## src/rtl/mult_seq_ctrl.sv

```systemverilog
// mult_seq_ctrl
// Sequential 4x4 unsigned multiplier controller. Operands are taken through a
// valid/ready handshake, multiplied by a radix-4 shift-add sequence that
// retires two multiplier bits per STEP cycle, and the 8-bit result is offered
// through a second valid/ready handshake.
//
// Ports
//   clk        rising-edge clock
//   rst_n      asynchronous active-low reset
//   in_valid   operand pair offered
//   in_ready   controller idle and able to accept operands
//   a, b       4-bit unsigned multiplicand / multiplier
//   out_valid  product holds a finished result
//   out_ready  consumer takes the result
//   product    8-bit unsigned a*b (zero while out_valid is low)
//   busy       controller is in the STEP state
//
// Optional feature
//   MULT_ZERO_SKIP_EN  terminate early once the remaining multiplier bits are
//                      all zero (b==0 goes straight from IDLE to DONE).
//                      Products are identical either way; only latency changes.

module mult_seq_ctrl (
  input  logic       clk,
  input  logic       rst_n,
  input  logic       in_valid,
  output logic       in_ready,
  input  logic [3:0] a,
  input  logic [3:0] b,
  output logic       out_valid,
  input  logic       out_ready,
  output logic [7:0] product,
  output logic       busy
);

  typedef enum logic [1:0] {
    IDLE = 2'd0,
    STEP = 2'd1,
    DONE = 2'd2
  } state_t;

  state_t     state;
  state_t     state_next;
  logic [7:0] acc;
  logic [7:0] mcand;
  logic [3:0] mplier;
  logic [1:0] step_cnt;
  logic [7:0] partial;
  logic       accept;
  logic       last_step;

  // Operands are captured only from IDLE; anything offered while a multiply
  // is in flight is simply not seen.
  assign accept = (state == IDLE) && in_valid;

  // Partial product for the current radix-4 digit. The digit is at most 3,
  // so a shift plus one add covers every case without a real multiplier.
  always_comb begin
    partial = 8'd0;
    case (mplier[1:0])
      2'd0:    partial = 8'd0;
      2'd1:    partial = mcand;
      2'd2:    partial = mcand << 1;
      default: partial = (mcand << 1) + mcand;
    endcase
  end

  // The step in progress is the final one either when both digits have been
  // retired or, with zero skipping, when no set multiplier bits remain above
  // the digit being consumed now.
  always_comb begin
`ifdef MULT_ZERO_SKIP_EN
    last_step = (step_cnt == 2'd1) || (mplier[3:2] == 2'b00);
`else
    last_step = (step_cnt == 2'd1);
`endif
  end

  // State register. The async reset drops any operation in flight, so a
  // reset in STEP or DONE never delivers a result.
  always_ff @(posedge clk or negedge rst_n) begin
    if (!rst_n) begin
      state <= IDLE;
    end else begin
      state <= state_next;
    end
  end

  // Next-state logic. DONE waits for the consumer, and returning to IDLE
  // costs one edge before the next operand pair can be taken.
  always_comb begin
    state_next = state;
    case (state)
      IDLE: begin
        if (in_valid) begin
`ifdef MULT_ZERO_SKIP_EN
          state_next = (b == 4'd0) ? DONE : STEP;
`else
          state_next = STEP;
`endif
        end
      end
      STEP: begin
        if (last_step) begin
          state_next = DONE;
        end
      end
      DONE: begin
        if (out_ready) begin
          state_next = IDLE;
        end
      end
      default: state_next = IDLE;
    endcase
  end

  // Datapath. Acceptance loads a fresh copy of the operands so later changes
  // on a/b cannot disturb the running multiply. Each STEP adds the current
  // digit's partial product and shifts both operands by one radix-4 digit.
  // The accumulator cannot overflow because 15*15 fits in 8 bits.
  always_ff @(posedge clk or negedge rst_n) begin
    if (!rst_n) begin
      acc      <= 8'd0;
      mcand    <= 8'd0;
      mplier   <= 4'd0;
      step_cnt <= 2'd0;
    end else if (accept) begin
      acc      <= 8'd0;
      mcand    <= {4'b0000, a};
      mplier   <= b;
      step_cnt <= 2'd0;
    end else if (state == STEP) begin
      acc      <= acc + partial;
      mcand    <= mcand << 2;
      mplier   <= mplier >> 2;
      step_cnt <= step_cnt + 2'd1;
    end
  end

  // Handshake outputs decode straight from the state so they follow the
  // async reset immediately. product is gated so it reads zero unless a
  // finished result is being offered.
  assign in_ready  = (state == IDLE);
  assign busy      = (state == STEP);
  assign out_valid = (state == DONE);
  assign product   = out_valid ? acc : 8'd0;

endmodule

```

## config.mk

```make
export PLATFORM = sky130hd
export DESIGN_NAME = mult_seq_ctrl
export DESIGN_NICKNAME = d
export VERILOG_FILES = /design/src/rtl/mult_seq_ctrl.sv
export SDC_FILE = /design/constraint.sdc
export NUM_CORES = 1
export LEC_CHECK = 0
export BUFFER_PORTS_ARGS = -buffer_cell sky130_fd_sc_hd__buf_2
export CAP_MARGIN = 25
export CELL_PAD_IN_SITES_DETAIL_PLACEMENT = 1
export CELL_PAD_IN_SITES_GLOBAL_PLACEMENT = 2
export CORE_UTILIZATION = 33
export CTS_BUF_LIST = sky130_fd_sc_hd__clkbuf_4
export CTS_CLUSTER_DIAMETER = 100
export DETAILED_ROUTE_END_ITERATION = 8
export HOLD_SLACK_MARGIN = 0.03
export PLACE_DENSITY = 0.89
export SETUP_SLACK_MARGIN = 0.2
export SYNTH_ARGS = -nofsm -noshare
export SYNTH_HDL_FRONTEND = slang
export SYNTH_SLANG_ARGS = --single-unit
```

## constraint.sdc

```tcl
create_clock -name clk -period 3 [get_ports clk]
set_input_delay 0.3 -clock clk [delete_from_list [all_inputs] [get_ports clk]]
set_output_delay 0.3 -clock clk [all_outputs]
set_load 0.02 [all_outputs]
```

Word level (Yosys, flattened, before mapping) --
Index checks and enable logic that the tools add are counted.
Word-level totals: flip-flop bits (word level) 24, input port bits 12, output and inout port bits 11, word-level logic and storage cells 35
Operators by class: add/subtract/negate cells 3, eq/ne operators 8, muxes and demuxes 14, reductions and logical operators 5
Operators by type and width (number):
- 2-to-1 mux 8 bit | 5
- case mux 8 bit (3 select lines) | 1
- adder 8 bit | 2
- 2-to-1 mux 2 bit | 5
- 2-to-1 mux 4 bit | 2
- equality test 2 x 1 -> 1 bit (second input constant) | 3
- case mux 2 bit (3 select lines) | 1
- equality test 2 bit (second input constant) | 2
- zero test 2 bit | 2
- inequality test 2 x 1 -> 1 bit (second input constant) | 2
- AND reduction 3 bit | 1
- adder 2 x 1 -> 2 bit (second input constant) | 1
- inequality test 2 bit (second input constant) | 1
- nonzero test 2 bit | 1
- logical AND 1 bit | 1

Depth between registers and ports, before layout --
Gate-level depths: netlist (run 1).
depth after elaboration 5, depth in mapped cells 14, mapped depth without buffers 14

Worst setup path after synthesis (run 1) --
Ideal clock, no wire load.
path type register to register, from register mcand[1], to register acc[7], setup time 104 ps, arrival 3113 ps, required time 2896 ps, setup slack -217 ps, stages on the path, launching flop included 15, path buffers 0, period minus slack after synthesis 3217 ps, cells stage by stage dfrtp_1 ha_1 fa_1 a21oi_1 o21bai_1 xor2_1 mux2_2 a22o_1 ha_1 o21a_1 o21a_1 nor2_1 or3_1 mux2_1 o311ai_1
Between the ends: word-level cells in the longest chain between the ends 5
RTL lines:
- from (decl) | line 45 | logic [7:0] mcand;
- from (signal assigned) | line 129 | mcand <= {4'b0000, a};
- from (signal assigned) | line 134 | mcand <= mcand << 2;
- adder 8 bit | line 64 | default: partial = (mcand << 1) + mcand;
- case mux 8 bit (3 select lines) * | line 60 | case (mplier[1:0])
- adder 8 bit * | line 133 | acc <= acc + partial;
- 2-to-1 mux 8 bit * | line 132 | end else if (state == STEP) begin
- 2-to-1 mux 8 bit * | line 127 | end else if (accept) begin
- to (signal assigned) | line 133
- to (decl) | line 44 | logic [7:0] acc;
Mark *: on every way between the ends. The rest lies on a longest branch, timed or not. The select of a mux whose other input is x is not followed. A chain may end at the register's enable or synchronous reset.

Worst setup path in the final report (run 1) --
Same ends and word-level chain as after synthesis.

==> results by group, run 1 <==
Clock tree
  • Max Root-Sink Buffers: 2
  • Num Clock Sinks: 24
  • CTS clock-pin slew for the worst setup and hold paths: 140 ps
  • Worst-Skew Late Latency: 320 ps
  • H-tree levels: 1
  • CTS Buf Count: 3
  • CTS tree: yes
  • Root buffer cell: clkbuf_4

Synthesis
  • Post-synth ARST share: 100.0%
  • Ys flop type: dfrtp_1
  • Post-Synth Simple-Gate Area: 16.70%
  • Post-synthesis mux area share: 3.751%
  • Register area share after synthesis: 33.97%
  • Post-synthesis cell count: 196
  • Synth Area in XOR/XNOR: 3.963%
  • Most frequent cells after synthesis: 24 x dfrtp_1, 17 x o21ai_1, 16 x nand2_1, 14 x a21oi_1, 14 x ha_1
  • Mean Syn Cell Area: 9.020 um2
  • Unique masters post-synth: 39
  • Area leader, netlist: dfrtp_1
  • Yosys Warn Count: 0
  • Syn Nets: 224
  • Cell Area, Synth: 0.001768 mm2
  • Synth area leaders: dfrtp_1 34%, ha_1 9.9%, a22o_1 5.4%, o21ai_1 4.8%, nor2b_1 4.6%
  • Largest family of logic cells by synthesized area: compound AO/OA/AOI/OAI gates
  • #FFs+latches synth: 24
  • Synth top area share: 33.97%
  • Post-synth EDFFs: 0
  • Most common cell in the netlist: dfrtp_1
  • Adder and majority gate portion of the synthesized area: 12.17%
  • Complex-gate fraction of the synthesized area: 24.84%

Global route
  • Congestion Overflow GR: 0
  • GRT Util Overall: 18.29%
  • Antenna violations before repair: 0
  • First-pass GRT wire length: 7803 um
  • Vias in the first global route: 1598
  • Pin count of the biggest net entering global routing: 25

Place
  • DP Area: 0.002087 mm2
  • Placer Congestion: 0.7242
  • DPL Wire Length: 3383 um
  • Port bufs: 22

Finish
  • Area Growth Syn to Fin: 27.60%
  • Non-Filler Cell Area, Final: 0.002256 mm2
  • FILL cells: 627
  • Share of layout cells above drive strength 1: 30.30%
  • N_diodes: 0
  • Post-layout nets: 260

Timing
  • Setup WS post-layout: -131.9 ps
  • Pins Over Slew Limit: 0
  • Final setup fails: 2
  • Minimum clock period: 3132 ps
  • RSZ-0062 raised after global routing: yes
  • Max transition margin: 58.67%
  • Maximum clock rate: 319.3 MHz
  • Final Hold Vio Count: 0
  • Final Cycle Share: 104.4%
  • Worst-Margin Slew: 618.6 ps
  • Setup Skew: 1.678 ps

Routing
  • Wirelength per Cell: 15.30 um
  • DRT iter0 DRCs: 77
  • Via count: 1571
  • Final ANT Viol Nets: 0
  • Pre-antenna DRT Iters: 4
  • DRT Wirelength: 4604 um
  • # DRC: 0
  • Drt via density: 5.219

Pwr
  • Power per Cell Area: 809.8 mW/mm2
  • P_leak: 1.029 nW
  • Power Total: 1.827 mW
  • Worst VDD drop: 0.4978 mV

Floorplan
  • DIE HEIGHT: 75.20 um
  • Ports: 23
  • Die X: 75.20 um
  • Effective utilization at floorplan: 34.40%
  • Site row count: 26
  • Die Footprint: 0.005654 mm2
  • Core area: 0.005140 mm2

Setup path
  • CP peak stage delay: 460 ps
  • Req. time, crit path: 3230 ps
  • Worst setup EP type: flip-flop
  • Critical-path cell list: buf_6, fa_2, a21oi_2, o21bai_1, xor2_1, mux2_4, a22o_1, ha_4, o21a_1, o21a_1, nor2_1, or3_1, mux2_4, o311ai_2
  • Critical Path AT: 3360 ps
  • CP Class: reg -> reg
  • Crit-path slowest cell: dfrtp_2
  • Crit-path leading delay family: compound AO/OA/AOI/OAI gates
  • CP bufs+invs: 1
  • CP max FO: 4
  • Crit path launch type: flip-flop

Flow run
  • Max Cap Viol: 0

Run status
  • Outcome: finished with violations
  • Failing checks: negative setup slack

Worst hold path
  • Worst Hold Class: in -> reg
## state kept, by name, summed over array words and instances (netlist names)
register / flops
step_cnt: 2
mplier: 4
state: 2
mcand: 8
acc: 8
## repair_timing
item | 4_1_cts | 5_1_grt
resized for setup | 13 | 3
setup buffers | 3 | 0
pin swaps | 17 | 9
hold endpoints to repair | 24 | 0
hold buffers | 1 | 0
endpoints found under the setup margin | 3 | 3
## cells by family (layout without fill, tap and decap cells)
group | after synthesis | after routing
flip-flops | 24 | 24
buffers and inverters | 21 | 56
XOR/XNOR | 8 | 8
adder cells (fa/ha/maj) | 16 | 16
AO/OA/AOI/OAI | 66 | 66
multiplexers | 6 | 6
AND/OR/NAND/NOR | 55 | 55
## placed cells by master, fill, tap and decap left out, drive strengths merged, types with 2 or more instances in the layout
cell type	count
a22o	11
buf	41
a22oi	6
a21o	2
clkbuf	3
mux2	5
nor2b	13
o21ai	18
and2	9
o21a	4
inv	10
o21bai	4
a21oi	14
dfrtp	24
xnor2	3
xor2	5
ha	14
fa	2
nand2	16
nor2	8
or3	3
## per-stage QoR
stage          std cells  util [%]  setup TNS [ps]  setup WS [ps]  hold slack (ps)
5_1_grt              301     43.89          -461.5         -278.0            116.8
4_1_cts              301     43.62          -424.9         -233.0            126.8
6_report             301     43.89          -194.0         -131.9            133.8
3_5_place_dp         293     40.60          -269.8         -218.7            332.3
2_1_floorplan        196         -          -82.70         -82.70            4.409
3_3_place_gp         293     40.60          -150.5         -128.6            332.1
## final timing paths
| check | depth (start not counted) | endpoint | slack, ps | start |
|---|---|---|---|---|
| max in group asynchronous | 2 | mcand[1] | 2100 | rst_n |
| min | 2 | state[1] | 130 | out_ready |
| min in group asynchronous | 2 | step_cnt[1] | 490 | rst_n |
| max | 14 | acc[7] | -130 | mcand[1] |
| min reg2reg | 1 | step_cnt[0] | 510 | step_cnt[0] |
| max reg2reg | 14 | acc[7] | -130 | mcand[1] |
## worst reg2reg max path, delay by kind of cell, from the launching register on
family,cells,cell delay [ps]
multiplexers,2,540
XOR/XNOR,1,150
AND/OR/NAND/NOR,2,370
flip-flops,1,460
buffers and inverters,1,140
adder cells (fa/ha/maj),2,660
AO/OA/AOI/OAI,6,740
## layer usage
layer / vias up / global-route usage [%] / wire length [um]
met5: - / 0 / 0
met4: 0 / 4.115 / 28
met3: 4 / 2.142 / 95
met2: 25 / 31.73 / 2324
met1: 775 / 24.48 / 2155
li1: 767 / - / -
## report_power, final
part	internal (mW)	leakage [nW]	switching, mW
clock network	0.135	0.0279	0.104
logic	0.491	0.686	0.525
registers	0.425	0.315	0.146
## cell type report
class / count / area [um2] / share of cell area (%)
Multi-Input combinational cell: 151 / 1206 / 53.47
Sequential cell: 24 / 601.8 / 26.68
Timing Repair Buffer: 42 / 270.3 / 11.98
Tap cell: 70 / 87.58 / 3.882
Inverter: 10 / 37.54 / 1.664
Clock inverter: 1 / 30.03 / 1.331
Clock buffer: 3 / 22.52 / 0.9983
Note: power is estimated with default switching activity, not from simulation.
==> run 2, diff against run 1 <==
Settings changed: PLACE_DENSITY 0.89 to 0.85, SETUP_SLACK_MARGIN 0.2 to 0.5.
==> run 2 against run 1 <==
The run still ends with negative setup slack left. Register-to-register slack about the same. First-iteration DRC count decreased by 58%. Clock power increased by 4%. Final cell count fell by 0.66%. Die area is the same. Cell area down 0.28%. Largest cell class unchanged.
==> results by group, run 2 (synthesis gave the netlist of run 1 again) <==
Setup path
  • R2r startpoint: mcand[1] (unchanged)
  • Setup crit start: mcand[1] (unchanged)
  • Critical-path cell list: buf_6, fa_2, a21oi_2, o21bai_1, xor2_1, mux2_4, a22o_1, ha_4, o21a_1, o21a_1, nor2_2, or3_1, mux2_4, o311ai_4 (was buf_6, fa_2, a21oi_2, o21bai_1, xor2_1, mux2_4, a22o_1, ha_4, o21a_1, o21a_1, nor2_1, or3_1, mux2_4, o311ai_2)
  • Worst R2R Path Depth: 14 (unchanged)
  • RR Endpoint: acc[7] (unchanged)
  • CP bufs+invs: 1 (unchanged)
  • Crit-path leading delay family: compound AO/OA/AOI/OAI gates (unchanged)
  • Critical Path AT: 3380 ps (was 3360 ps)
  • Req. time, crit path: 3260 ps (was 3230 ps)
  • CP Class: reg -> reg (unchanged)
  • Critical Path End: acc[7] (unchanged)
  • Crit path launch type: flip-flop (unchanged)
  • Reg2reg setup slack: -120 ps (was -130 ps)
  • Crit-path slowest cell: dfrtp_2 (unchanged)
  • Worst setup EP type: flip-flop (unchanged)
  • CP peak stage delay: 470 ps (was 460 ps)
  • Stages on worst setup path: 14 (unchanged)
  • CP max FO: 4 (unchanged)

Timing
  • Pins Over Slew Limit: 0 (unchanged)
  • Setup total negative slack: -121.2 ps (was -194.0 ps)
  • Final Cycle Share: 104.0% (was 104.4%)
  • Maximum clock rate: 320.4 MHz (was 319.3 MHz)
  • Max transition margin: 57.65% (was 58.67%)
  • Setup WS post-layout: -121.2 ps (was -131.9 ps)
  • Final Hold Vio Count: 0 (unchanged)
  • Minimum clock period: 3121 ps (was 3132 ps)
  • Final setup fails: 1 (was 2)
  • RSZ-0062 raised after global routing: yes (unchanged)
  • Setup Skew: 16.38 ps (was 1.678 ps)
  • Final hold slack: 106.0 ps (was 133.8 ps)
  • Worst-Margin Slew: 634.0 ps (was 618.6 ps)

Routing
  • Via count: 1543 (was 1571)
  • DRT Wirelength: 4516 um (was 4604 um)
  • Wirelength per Cell: 15.10 um (was 15.30 um)
  • Final ANT Viol Nets: 0 (unchanged)
  • DRT iter0 DRCs: 32 (was 77)
  • Drt via density: 5.161 (was 5.219)
  • # DRC: 0 (unchanged)
  • Pre-antenna DRT Iters: 4 (unchanged)

Clock tree
  • CTS clock-pin slew for the worst setup and hold paths: 160 ps (was 140 ps)
  • Max Root-Sink Buffers: 2 (unchanged)
  • H-tree levels: 1 (unchanged)
  • Worst-Skew Late Latency: 340 ps (was 320 ps)
  • CTS Buf Count: 3 (unchanged)
  • CTS tree: yes (unchanged)
  • Num Clock Sinks: 24 (unchanged)
  • Root buffer cell: clkbuf_4 (unchanged)

Global route
  • First-pass GRT wire length: 7486 um (was 7803 um)
  • Congestion Overflow GR: 0 (unchanged)
  • Vias in the first global route: 1600 (was 1598)
  • Antenna violations before repair: 0 (unchanged)
  • GRT Util Overall: 17.45% (was 18.29%)
  • Pin count of the biggest net entering global routing: 25 (unchanged)

Pwr
  • Power share of the clock group: 13.6% (was 13.1%)
  • Power per Cell Area: 811.2 mW/mm2 (was 809.8 mW/mm2)
  • Power Total: 1.825 mW (was 1.827 mW)
  • Net Sw Frac: 42.67% (was 42.43%)
  • Net Sw Power: 0.7787 mW (was 0.7752 mW)
  • Sequential share of power: 31.1% (was 31.3%)
  • Int Pwr: 1.046 mW (was 1.052 mW)
  • P_leak: 1.029 nW (about the same)
  • Worst VDD drop: 0.4832 mV (was 0.4978 mV)
  • Share of total power in combinational logic: 55.3% (was 55.6%)

Finish
  • Non-Filler Cell Area, Final: 0.002250 mm2 (was 0.002256 mm2)
  • Finished Layout Cells: 299 (was 301)
  • Final core occ: 43.77% (was 43.89%)
  • Commonest non-fill, non-tap cell in the layout: dfrtp_1 (unchanged)
  • Area Growth Syn to Fin: 27.25% (was 27.60%)
  • N_diodes: 0 (unchanged)
  • Post-layout nets: 258 (was 260)
  • Biggest regs: acc (8), mcand (8), mplier (4) (unchanged)
  • Share of layout cells above drive strength 1: 29.69% (was 30.30%)
  • Most frequent cells in the layout: 23 x dfrtp_1, 22 x buf_2, 16 x nand2_1 (was 23 x dfrtp_1, 22 x buf_2, 17 x buf_4)

Floorplan
  • Site row count: 26 (unchanged)
  • Die Footprint: 0.005654 mm2 (unchanged)
  • Ports: 23 (unchanged)
  • Die X: 75.20 um (unchanged)
  • DIE HEIGHT: 75.20 um (unchanged)
  • Effective utilization at floorplan: 34.40% (unchanged)
  • Core area: 0.005140 mm2 (unchanged)

Place
  • Port bufs: 22 (unchanged)
  • Placer Congestion: 0.7040 (was 0.7242)
  • DPL Wire Length: 3224 um (was 3383 um)
  • DP Area: 0.002083 mm2 (was 0.002087 mm2)
  • DP Cell Count: 292 (was 293)
  • Pre-CTS WS: -195.3 ps (was -218.7 ps)

Run status
  • Outcome: finished with violations (unchanged)
  • Failing checks: negative setup slack (unchanged)

Flow run
  • Max Cap Viol: 0 (unchanged)

Worst hold path
  • Worst Hold Class: in -> reg (unchanged)
-- run 2: worst min-delay path by stage --
stage | start | end | cells past startpoint
2_1_floorplan | rst_n | acc[0] | 0
3_5_place_dp | rst_n | mcand[6] | 1
5_1_grt | out_ready | state[1] | 2
3_3_place_gp | rst_n | mcand[6] | 1
4_1_cts | out_ready | state[1] | 2
6_report | out_ready | state[1] | 2
-- run 2: layout make-up --
| type | instances | area, um2 |
|---|---|---|
| repair buffers | 40 | 259.0 |
| multi-input cells | 151 | 1211 |
| clock inverters | 1 | 30.03 |
| flip-flops and latches | 24 | 601.8 |
| inverters | 10 | 37.54 |
| clock buffers | 3 | 22.52 |
| fillers | 624 | 2890 |
| well taps | 70 | 87.58 |
-- run 2: power by group through the flow --
stage	clock network, mW	logic [mW]	registers [mW]
global placement	0	0.894	0.573
CTS	0.254	0.989	0.566
finish	0.249	1.01	0.567
detailed placement	0	0.914	0.576
floorplan	0	0.668	0.526
global route	0.263	1.13	0.590
-- run 2: per-layer routing --
metal  vias to the layer above  wire, um  part of all wire, %  global-route usage, %
li1                        761         -                    -                      -
met2                        23      2185                   48                  30.53
met5                         -         0                    0                      0
met3                         5       108                  2.4                  2.276
met1                       754      2182                   48                  22.85
met4                         0        39                 0.86                  4.321
-- run 2: what timing repair did --
action | 4_1_cts | 5_1_grt
pin swaps | 12 | 6
endpoints found under the hold margin | 24 | 0
hold buffers | 1 | 0
setup endpoints to repair | 4 | 5
setup buffers | 2 | 0
resized for setup | 11 | 6
==> run 3, diff against run 2 <==
Settings changed: CTS_BUF_LIST sky130_fd_sc_hd__clkbuf_4 to sky130_fd_sc_hd__clkbuf_8.
Clock period 3 ns to 2.8 ns, I/O delays scaled along.
==> run 3 against run 2 <==
Sequential share of layout area down 2.0 points. Register-to-register slack lost 230 ps. Routed wire length up 8.8%. Highest routed layer unchanged. Largest power group unchanged. The flow still finishes with violations (negative setup slack). Sequential power grew 7.8%. Maximum frequency fell by 0.96%. Power grew 20%. Non-clock buffer count increased by 17. Setup slack worse by 230 ps. Largest cell class unchanged. Via count rose by 6.7%. Die area unchanged.
==> results by group, run 3 (synthesis gave the netlist of run 1 again) <==
Place
  • Pre-CTS WS: -433.2 ps (was -195.3 ps)
  • DPL Wire Length: 3402 um (was 3224 um)
  • Port bufs: 22 (unchanged)
  • Placer Congestion: 0.7257 (was 0.7040)

Timing
  • Max transition margin: 58.80% (was 57.65%)
  • Setup Skew: 3.164 ps (was 16.38 ps)
  • Final hold slack: 159.6 ps (was 106.0 ps)
  • Maximum clock rate: 317.3 MHz (was 320.4 MHz)
  • Setup total negative slack: -768.1 ps (was -121.2 ps)
  • Minimum clock period: 3152 ps (was 3121 ps)
  • RSZ-0062 raised after global routing: yes (unchanged)
  • Setup WS post-layout: -351.5 ps (was -121.2 ps)
  • Worst-Margin Slew: 616.7 ps (was 634.0 ps)
  • Pins Over Slew Limit: 0 (unchanged)
  • Final setup fails: 3 (was 1)
  • Final Hold Vio Count: 0 (unchanged)
  • Final Cycle Share: 112.6% (was 104.0%)

Global route
  • Vias in the first global route: 1640 (was 1600)
  • GRT Util Overall: 18.93% (was 17.45%)
  • Congestion Overflow GR: 0 (unchanged)
  • Pin count of the biggest net entering global routing: 25 (unchanged)
  • Antenna violations before repair: 0 (unchanged)
  • First-pass GRT wire length: 8073 um (was 7486 um)

Setup path
  • CP peak stage delay: 450 ps (was 470 ps)
  • Crit-path slowest cell: dfrtp_2 (unchanged)
  • Reg2reg setup slack: -350 ps (was -120 ps)
  • CP bufs+invs: 0 (was 1)
  • Crit path launch type: flip-flop (unchanged)
  • R2r startpoint: mcand[1] (unchanged)
  • Req. time, crit path: 2980 ps (was 3260 ps)
  • Critical-path cell list: ha_4, fa_2, a21oi_2, o21bai_1, xor2_1, mux2_4, a22o_1, ha_4, o21a_1, o21a_1, nor2_2, or3_1, mux2_4, o311ai_4 (was buf_6, fa_2, a21oi_2, o21bai_1, xor2_1, mux2_4, a22o_1, ha_4, o21a_1, o21a_1, nor2_2, or3_1, mux2_4, o311ai_4)
  • CP max FO: 3 (was 4)
  • RR Endpoint: acc[7] (unchanged)
  • Worst R2R Path Depth: 14 (unchanged)
  • Crit-path leading delay family: adder cells (was compound AO/OA/AOI/OAI gates)
  • Worst setup EP type: flip-flop (unchanged)
  • CP Class: reg -> reg (unchanged)
  • Critical Path AT: 3330 ps (was 3380 ps)

Run status
  • Failing checks: negative setup slack (unchanged)
  • Outcome: finished with violations (unchanged)

Finish
  • Share of layout cells above drive strength 1: 35.37% (was 29.69%)
  • N_diodes: 0 (unchanged)
  • Biggest regs: acc (8), mcand (8), mplier (4) (unchanged)
  • Commonest non-fill, non-tap cell in the layout: buf_4 (was dfrtp_1)
  • FILL cells: 625 (was 624)
  • Post-layout nets: 275 (was 258)
  • Area Growth Syn to Fin: 37.72% (was 27.25%)
  • Most frequent cells in the layout: 29 x buf_4, 23 x dfrtp_1, 22 x buf_2 (was 23 x dfrtp_1, 22 x buf_2, 16 x nand2_1)
  • Area of the multi-input gates: 0.001242 mm2 (was 0.001211 mm2)
  • Area taken by flip-flops and latches: 601.8 um2 (unchanged)

Clock tree
  • CTS tree: yes (unchanged)
  • CTS Buf Count: 3 (unchanged)
  • Max Root-Sink Buffers: 2 (unchanged)
  • H-tree levels: 1 (unchanged)
  • CTS clock-pin slew for the worst setup and hold paths: 90 ps (was 160 ps)
  • Num Clock Sinks: 24 (unchanged)
  • Worst-Skew Late Latency: 280 ps (was 340 ps)
  • Root buffer cell: clkbuf_8 (was clkbuf_4)

Worst hold path
  • WHS Path Cells: 2 (unchanged)
  • Worst Hold Class: in -> reg (unchanged)
  • Worst hold start: out_ready (unchanged)
  • Hold worst-path end: state[1] (unchanged)

Routing
  • Pre-antenna DRT Iters: 4 (unchanged)
  • Final ANT Viol Nets: 0 (unchanged)
  • Drt via density: 5.209 (was 5.161)
  • DRT Wirelength: 4913 um (was 4516 um)
  • Via count: 1646 (was 1543)
  • Wirelength per Cell: 15.55 um (was 15.10 um)
  • # DRC: 0 (unchanged)
  • DRT iter0 DRCs: 32 (unchanged)

Flow run
  • Max Cap Viol: 0 (unchanged)

Pwr
  • Power per Cell Area: 899.2 mW/mm2 (was 811.2 mW/mm2)
  • Worst VDD drop: 0.4690 mV (was 0.4832 mV)
  • P_leak: 1.135 nW (was 1.029 nW)

Floorplan
  • Core area: 0.005140 mm2 (unchanged)
  • Die Footprint: 0.005654 mm2 (unchanged)
  • Site row count: 26 (unchanged)
  • DIE HEIGHT: 75.20 um (unchanged)
  • Effective utilization at floorplan: 34.40% (unchanged)
  • Die X: 75.20 um (unchanged)
  • Ports: 23 (unchanged)
==> run 3: cell count changes in the layout (fill, tap and decap cells not counted), sizes merged <==
cell	delta
buf	+17
==> run 3: through the flow <==
step | utilization [%] | cells | power, mW | area [um2]
6_report | 47.37 | 316 | 2.189 | 2435
5_1_grt | 47.37 | 316 | 2.368 | 2435
4_1_cts | 45.11 | 312 | 2.096 | 2318
3_5_place_dp | 42.65 | 305 | 1.710 | 2192
3_3_place_gp | 42.65 | 305 | 1.667 | 2192
2_1_floorplan | - | 196 | 1.290 | 1828
==> run 3: timing repair <==
item,CTS,global route
endpoints found under the hold margin,24,0
endpoints found under the setup margin,6,14
resized for setup,7,15
hold buffers,1,0
setup buffers,2,4
pin swaps,14,18
==> run 3: routing by layer <==
layer	track usage (%)	vias up	part of all wire, %	wire length, um
li1	-	799	-	-
met1	25.41	820	47	2316
met2	32.53	22	50	2459
met3	2.410	5	1.7	83
met4	4.321	0	1.1	53
met5	0	-	0	0
==> run 3: worst register-to-register path: cells and delay by family (launching register included) <==
| kind | cells | cell delay [ps] |
|---|---|---|
| fa+ha+maj | 3 | 790 |
| compound gates | 6 | 750 |
| mux | 2 | 550 |
| flops | 1 | 450 |
| simple gates | 2 | 360 |
| xor+xnor | 1 | 150 |
==> run 3: how the worst max path moves through the flow <==
stage	end	start	slack (ps)	cells after the start
finish	acc[7]	mcand[1]	-350	14
global route	acc[7]	mcand[1]	-480	14
CTS	acc[7]	mcand[1]	-430	14
detailed placement	acc[7]	mcand[1]	-430	14
global placement	acc[7]	mcand[1]	-330	14
floorplan	acc[7]	mcand[1]	-280	14
==> run 3: layout make-up <==
type | instances | area share (%)
clock inverters | 1 | 1.233
flip-flops and latches | 24 | 24.72
multi-input cells | 151 | 51.03
clock buffers | 3 | 1.696
inverters | 10 | 1.542
repair buffers | 57 | 16.19
well taps | 70 | 3.597
==> run 3: power breakdown <==
part	internal (mW)	total (mW)	switching [mW]
logic	0.648	1.26	0.613
clock network	0.192	0.317	0.126
registers	0.456	0.611	0.155
